**src/rtl/bcd_score_keeper.sv**
```systemverilog
// Score and session high-score tracker for the dinosaur game: packed-BCD point
// counter driven by a prescaler, game-over high-score latch and display select.
module bcd_score_keeper #(
    parameter int TICK_DIV = 5_000_000
) (
    input  logic        clk,
    input  logic        RST,
    input  logic        clear,
    input  logic        running,
    input  logic        show_hi,
    output logic [15:0] score,
    output logic [15:0] hi_score,
    output logic [15:0] disp,
    output logic        new_hi,
    output logic        tick
);

    localparam logic [25:0] PCNT_MAX = 26'(TICK_DIV - 1);

    logic [25:0] pcnt_reg, pcnt_next;
    logic [15:0] score_reg, score_next;
    logic [15:0] hi_reg, hi_next;
    logic [15:0] disp_reg, disp_next;
    logic        new_hi_reg, new_hi_next;
    logic        tick_reg, tick_next;
    logic        run_q_reg;

    logic [15:0] score_inc;
    logic [4:0]  carry;
    logic        saturated;
    logic        fall;

    // Ripple BCD increment; a carry out of the top digit means the score is 9999.
    assign carry[0] = 1'b1;
    generate
        for (genvar gi = 0; gi < 4; gi++) begin : g_digit
            logic [3:0] digit;
            assign digit = score_reg[gi*4 +: 4];
            assign score_inc[gi*4 +: 4] = !carry[gi]     ? digit :
                                          (digit == 4'd9) ? 4'd0  : digit + 4'd1;
            assign carry[gi+1] = carry[gi] & (digit == 4'd9);
        end
    endgenerate

    assign saturated = carry[4];
    assign fall      = run_q_reg & ~running;

    always_comb begin
        pcnt_next   = pcnt_reg;
        score_next  = score_reg;
        hi_next     = hi_reg;
        new_hi_next = new_hi_reg;
        tick_next   = 1'b0;
        disp_next   = show_hi ? hi_reg : score_reg;

        if (clear) begin
            score_next  = 16'h0000;
            pcnt_next   = 26'd0;
            new_hi_next = 1'b0;
        end else if (running) begin
            if (pcnt_reg == PCNT_MAX) begin
                pcnt_next = 26'd0;
                if (!saturated) begin
                    score_next = score_inc;
                    tick_next  = 1'b1;
                end
            end else begin
                pcnt_next = pcnt_reg + 26'd1;
            end
        end

        // Compares the pre-clear score and overrides the clear of new_hi.
        if (fall && (score_reg > hi_reg)) begin
            hi_next     = score_reg;
            new_hi_next = 1'b1;
        end
    end

    always_ff @(posedge clk) begin
        if (RST) begin
            pcnt_reg   <= 26'd0;
            score_reg  <= 16'h0000;
            hi_reg     <= 16'h0000;
            disp_reg   <= 16'h0000;
            new_hi_reg <= 1'b0;
            tick_reg   <= 1'b0;
            run_q_reg  <= 1'b0;
        end else begin
            pcnt_reg   <= pcnt_next;
            score_reg  <= score_next;
            hi_reg     <= hi_next;
            disp_reg   <= disp_next;
            new_hi_reg <= new_hi_next;
            tick_reg   <= tick_next;
            run_q_reg  <= running;
        end
    end

    assign score    = score_reg;
    assign hi_score = hi_reg;
    assign disp     = disp_reg;
    assign new_hi   = new_hi_reg;
    assign tick     = tick_reg;

endmodule

```
**config.mk**
```make
export PLATFORM = sky130hd
export DESIGN_NAME = bcd_score_keeper
export DESIGN_NICKNAME = d
export VERILOG_FILES = /design/src/rtl/bcd_score_keeper.sv
export SDC_FILE = /design/constraint.sdc
export NUM_CORES = 1
export LEC_CHECK = 0
export ABC_AREA = 0
export CAP_MARGIN = 20
export CORE_ASPECT_RATIO = 0.8
export CORE_UTILIZATION = 45
export DETAILED_ROUTE_END_ITERATION = 8
export HOLD_SLACK_MARGIN = 0.1
export PLACE_DENSITY = 0.68
export SYNTH_ARGS = -nofsm -noshare
export SYNTH_HDL_FRONTEND = slang
export SYNTH_SLANG_ARGS = --single-unit
```
**constraint.sdc**
```tcl
create_clock -name clk -period 3.13 [get_ports clk]
set_clock_uncertainty 0.05 [all_clocks]
set_input_delay 0.313 -clock clk [delete_from_list [all_inputs] [get_ports clk]]
set_output_delay 0.313 -clock clk [all_outputs]
set_load 0.02 [all_outputs]
```
# == Word-level counts from Yosys, hierarchy flattened ==
# Cells that the tools add are included.
# word_totals
reg_bits,77
latch_bits,0
ram_bits,0
mem_bits_ro,0
input_bits,5
wordCells,45
memories,0
# op_classes
add_sub_neg,5
n_mul,0
div_mod_pow,0
magnitude_cmp,1
eq_ne,5
shift,0
mux,9
bitwise,7
reduce_logical,8
# op_table
operator,n
$add A26 B1 Y26 const B,1
$eq A26 B23 Y1 const B,1
$mux W26,1
$add A4 B1 Y4 const B,4
$eq A4 B4 Y1 const B,4
$gt A16 B16 Y1,1
$mux W16,1
$mux W4,4
$reduce_and A4 Y1,3
$and A1 B1 Y1,4
$reduce_or A4 Y1,1
$mux W1,3
$not A1 Y1,3
$reduce_and A3 Y1,1
$reduce_bool A2 Y1,1
$reduce_or A2 Y1,1
$logic_and A1 B1 Y1,1

# == Longest topological paths before layout ==
# depth
word_depth,6
depth_mapped,9
mapped_depth_nobuf,7

# == Least setup slack after synthesis ==
# Ideal clock, no wire load.
# synth_path
path_kind,reg-to-reg
from,register hi_reg[14] (netlist: hi_score[14])
to,register hi_reg[10] (netlist: hi_score[10])
setup_ns,0.072
arrival_time_ns,2.449
t_required_ns,3.008
path_slack_ns,0.559
path_stages_with_launch,10
synth_period_minus_slack_ns,2.571
cell_sequence,dfxtp_1 -> inv_1 -> ha_1 -> nand4_1 -> nor4_1 -> a21boi_0 -> o31a_1 -> clkbuf_1 -> buf_2 -> mux2i_1
# synth_between
elab_chain_len,2
# synth_rtl
element,line,text
"start, declared",22,"logic [15:0] hi_reg, hi_next;"
"start signal, assigned",91,hi_reg <= hi_next;
$gt A16 B16 Y1,73,if (fall && (score_reg > hi_reg)) begin
$logic_and A1 B1 Y1,73,
# Every way passes these cells.
# A chain may end at the register's enable or synchronous reset.

# == Final worst setup path ==
# layout_path
from,register score_reg[13] (netlist: score[13])
to,register hi_reg[14] (netlist: hi_score[14])
# layout_between
elab_chain_len,2
# layout_rtl
element,line,text
"start, declared",21,"logic [15:0] score_reg, score_next;"
"start signal, assigned",90,score_reg <= score_next;
$gt A16 B16 Y1,73,
$logic_and A1 B1 Y1,73,
# Every way passes these cells.

==> qor.yml <==
timing:
  finalHoldViolations: 0
  fmax_mhz: 394
  tightest_slew_ns: 0.710
  setup_tns_ns: 0
  final-max-slew-violation-count: 0
  fin_crit_sh_pct: 81.1
  finalWorstSetupSlack_ns: 0.593
  finalSetupViolCount: 0
  relSlewSlack_pct: 52.3
  grt_setup_unrepaired: "no"
  post-route-min-period_ns: 2.54
logic_synthesis:
  synth_seq_area_share_pct: 39.8
  synth_commonest_cells: "77 x dfxtp_1, 51 x nor2_1, 36 x nand2b_1"
  synth_cells: 434
  synth.area.top_cells: "dfxtp_1 40%, mux2i_1 9.1%, nand2b_1 5.8%"
  ys_warn_count: 0
  synth.most_common_cell: "dfxtp_1"
  synth_edf_count: 0
  syn_nets: 456
  yosysTopAreaCell: "dfxtp_1"
  synth-seq-cells: 77
  synth_top_area_share_pct: 39.8
  ys_async_sr_fraction_pct: 0
  ys_types: 52
  syn_area_per_cell_um2: 8.92
  synthFlopType: "dfxtp_1"
  netlist_area_um2: 3870
worst_setup_path:
  critPathCaptureType: "register"
  arrival_ns: 2.77
  critical_path_class: "reg2reg"
  rrSetupSlack_ns: 0.59
  startpoint_type: "register"
  r2r_start: "score[13]$_SDFFE_PP0P_"
  path_max_fanout: 17
  critPathRequiredTime_ns: 3.36
  ff2ff_path_depth: 7
  regToRegEndpoint: "hi_score[14]$_SDFFE_PP0P_"
clock_tree:
  postCtsHoldBufs: 0
  cts_tree: "built"
  cts_buffer_depth: 2
  postCtsSetupRepairBufs: 0
  cts_num_sinks: 77
  cts_resized: 0
  cts_made_buffers: 9
  clock_latency_ns: 0.35
  clk_pin_slew_worst_paths_ns: 0.08
  h-tree-depth: 3
  cts-root-buf: "clkbuf_8"
pwr:
  combPwrFrac_pct: 2.7
  power.leakage_nw: 1.72
  power_density_nw_per_um2: 389
  clkPwrFrac_pct: 44.8
  swShare_pct: 21.3
  fin_total_pwr_mw: 1.87
  switching_power_uw: 399
  p_seq_share_pct: 52.5
  internal-power_mw: 1.47
  vdd_drop_max_v: 0.000295
hold_path:
  holdPathEnd: "hi_score[10]$_SDFFE_PP0P_"
  hp-start: "hi_score[10]$_SDFFE_PP0P_"
  whs_path_depth: 2
  min_path_type: "reg2reg"
detailed_routing:
  drc_errors: 0
  drt_iter0_markers: 126
  vias: 3223
  wl_per_cell_um: 13.5
  viasPerCell: 5.29
  ant_nets: 0
  wl_um: 8250
  first_pass_iters: 4
placed_design:
  gp_congestion: 0.822
  hpwl_um: 5870
  pre_cts_ws_ns: 0.452
  io_buffers: 54
cells_and_area:
  fill_cells: 740
  register_area_um2: 1540
  diodes: 0
  layout-drive-gt1-share_pct: 8.18
  nets: 518
  multi_input_area_um2: 2150
  largest_reg_flops: 26
  syn2layout_area_growth_pct: 24.2
floorplan:
  ios: 55
  dieArea_um2: 8980
  coreArea_um2: 8130
  fp.dieW_um: 106
  initial_core_util_pct: 47.6
  die_h_um: 84.9
  core.rowCount: 29
global_route:
  grt_first_pass_wirelength_um: 14100
  globalRouteOverflowTotal: 0
  antenna_found_initial: 0
  grt_pass1_vias: 2946
  track_usage_pct: 19.6
  grt_max_degree: 52
status:
  status: "completed"
run:
  maxCapViolations: 0
per-stage QoR:
stage / area (µm²) / hold WS (ns) / utilization, % / cells
floorplan: 3870 / 0.440 / - / 434
global placement: 4580 / 0.441 / 56.4 / 593
detailed placement: 4580 / 0.447 / 56.4 / 593
CTS: 4810 / 0.460 / 59.2 / 609
global route: 4810 / 0.482 / 59.2 / 609
finish: 4810 / 0.456 / 59.2 / 609
logic make-up (layout without fill, tap and decap cells):
logic type,count (synthesis),in the layout,synth area share (%)
DFF,77,77,39.8
xor gates and xnor gates,25,25,5.66
and+or+nand+nor,193,193,28.2
buffers and inverters,44,111,4.53
muxes,35,35,9.05
AOI/OAI and AO/OA,43,43,7.21
adders and majority gates,17,17,5.50
final cells by class:
class / instances / area share, %
multi-input combinational: 313 / 44.8
sequential: 77 / 32.1
timing repair buffer: 70 / 13.7
clock buffer: 10 / 2.86
tap: 108 / 2.81
inverter: 25 / 1.95
clock inverter: 6 / 1.80
how the worst max path moves through the flow:
stage               cells after the start                       from                        end  slack (ns)
finish                                  7     score[13]$_SDFFE_PP0P_  hi_score[14]$_SDFFE_PP0P_        0.59
CTS                                     7     score[13]$_SDFFE_PP0P_   hi_score[0]$_SDFFE_PP0P_        0.60
detailed placement                      6                    running     score[11]$_SDFFE_PP0P_        0.45
floorplan                               9  hi_score[14]$_SDFFE_PP0P_  hi_score[10]$_SDFFE_PP0P_        0.56
global route                            8  hi_score[13]$_SDFFE_PP0P_   hi_score[9]$_SDFFE_PP0P_        0.40
global placement                        6                    running     score[11]$_SDFFE_PP0P_        0.47
placed cells by master (no fill, tap or decap), drive strengths merged, types with 3 or more instances in the layout:
cell type and instances:
nor4bb 3, nand2b 36, xor2 20, nand2 23, nor2b 3, nor3 5, nor3b 3, clkbuf 10
o21ai 8, inv 25, ha 17, xnor2 5, dfxtp 77, or4 6, nand4 18, nor4 6
clkdlybuf4s50 54, clkinv 3, mux2i 35, or3 6, buf 16, a21oi 17, nor4b 4, nand3 16
nor2 51
routing by layer:
metal / up-vias / routed length (µm) / global-route usage [%]
li1: 1636 / - / -
met1: 1504 / 4170 / 26.1
met2: 74 / 3610 / 31.1
met3: 9 / 381 / 5.68
met4: 0 / 87 / 5.30
met5: - / 0 / 0
power by group through the flow:
stage / registers [mW] / logic [mW] / clock network, mW
4_1_cts: 0.981 / 0.0518 / 0.859
6_report: 0.981 / 0.0510 / 0.838
2_1_floorplan: 1.00 / 0.0374 / 0
3_3_place_gp: 1.00 / 0.0506 / 0
3_5_place_dp: 1.00 / 0.0515 / 0
5_1_grt: 0.982 / 0.0557 / 0.901
critical path, stage by stage, from the launching register on:
cell      delay [ns]
dfxtp_1         0.41
ha_1            0.34
nand4_1         0.13
nor4_1          0.56
a21boi_0        0.29
o31a_1          0.17
buf_4           0.29
mux2i_1         0.22
(Power assumes the default switching activity.)
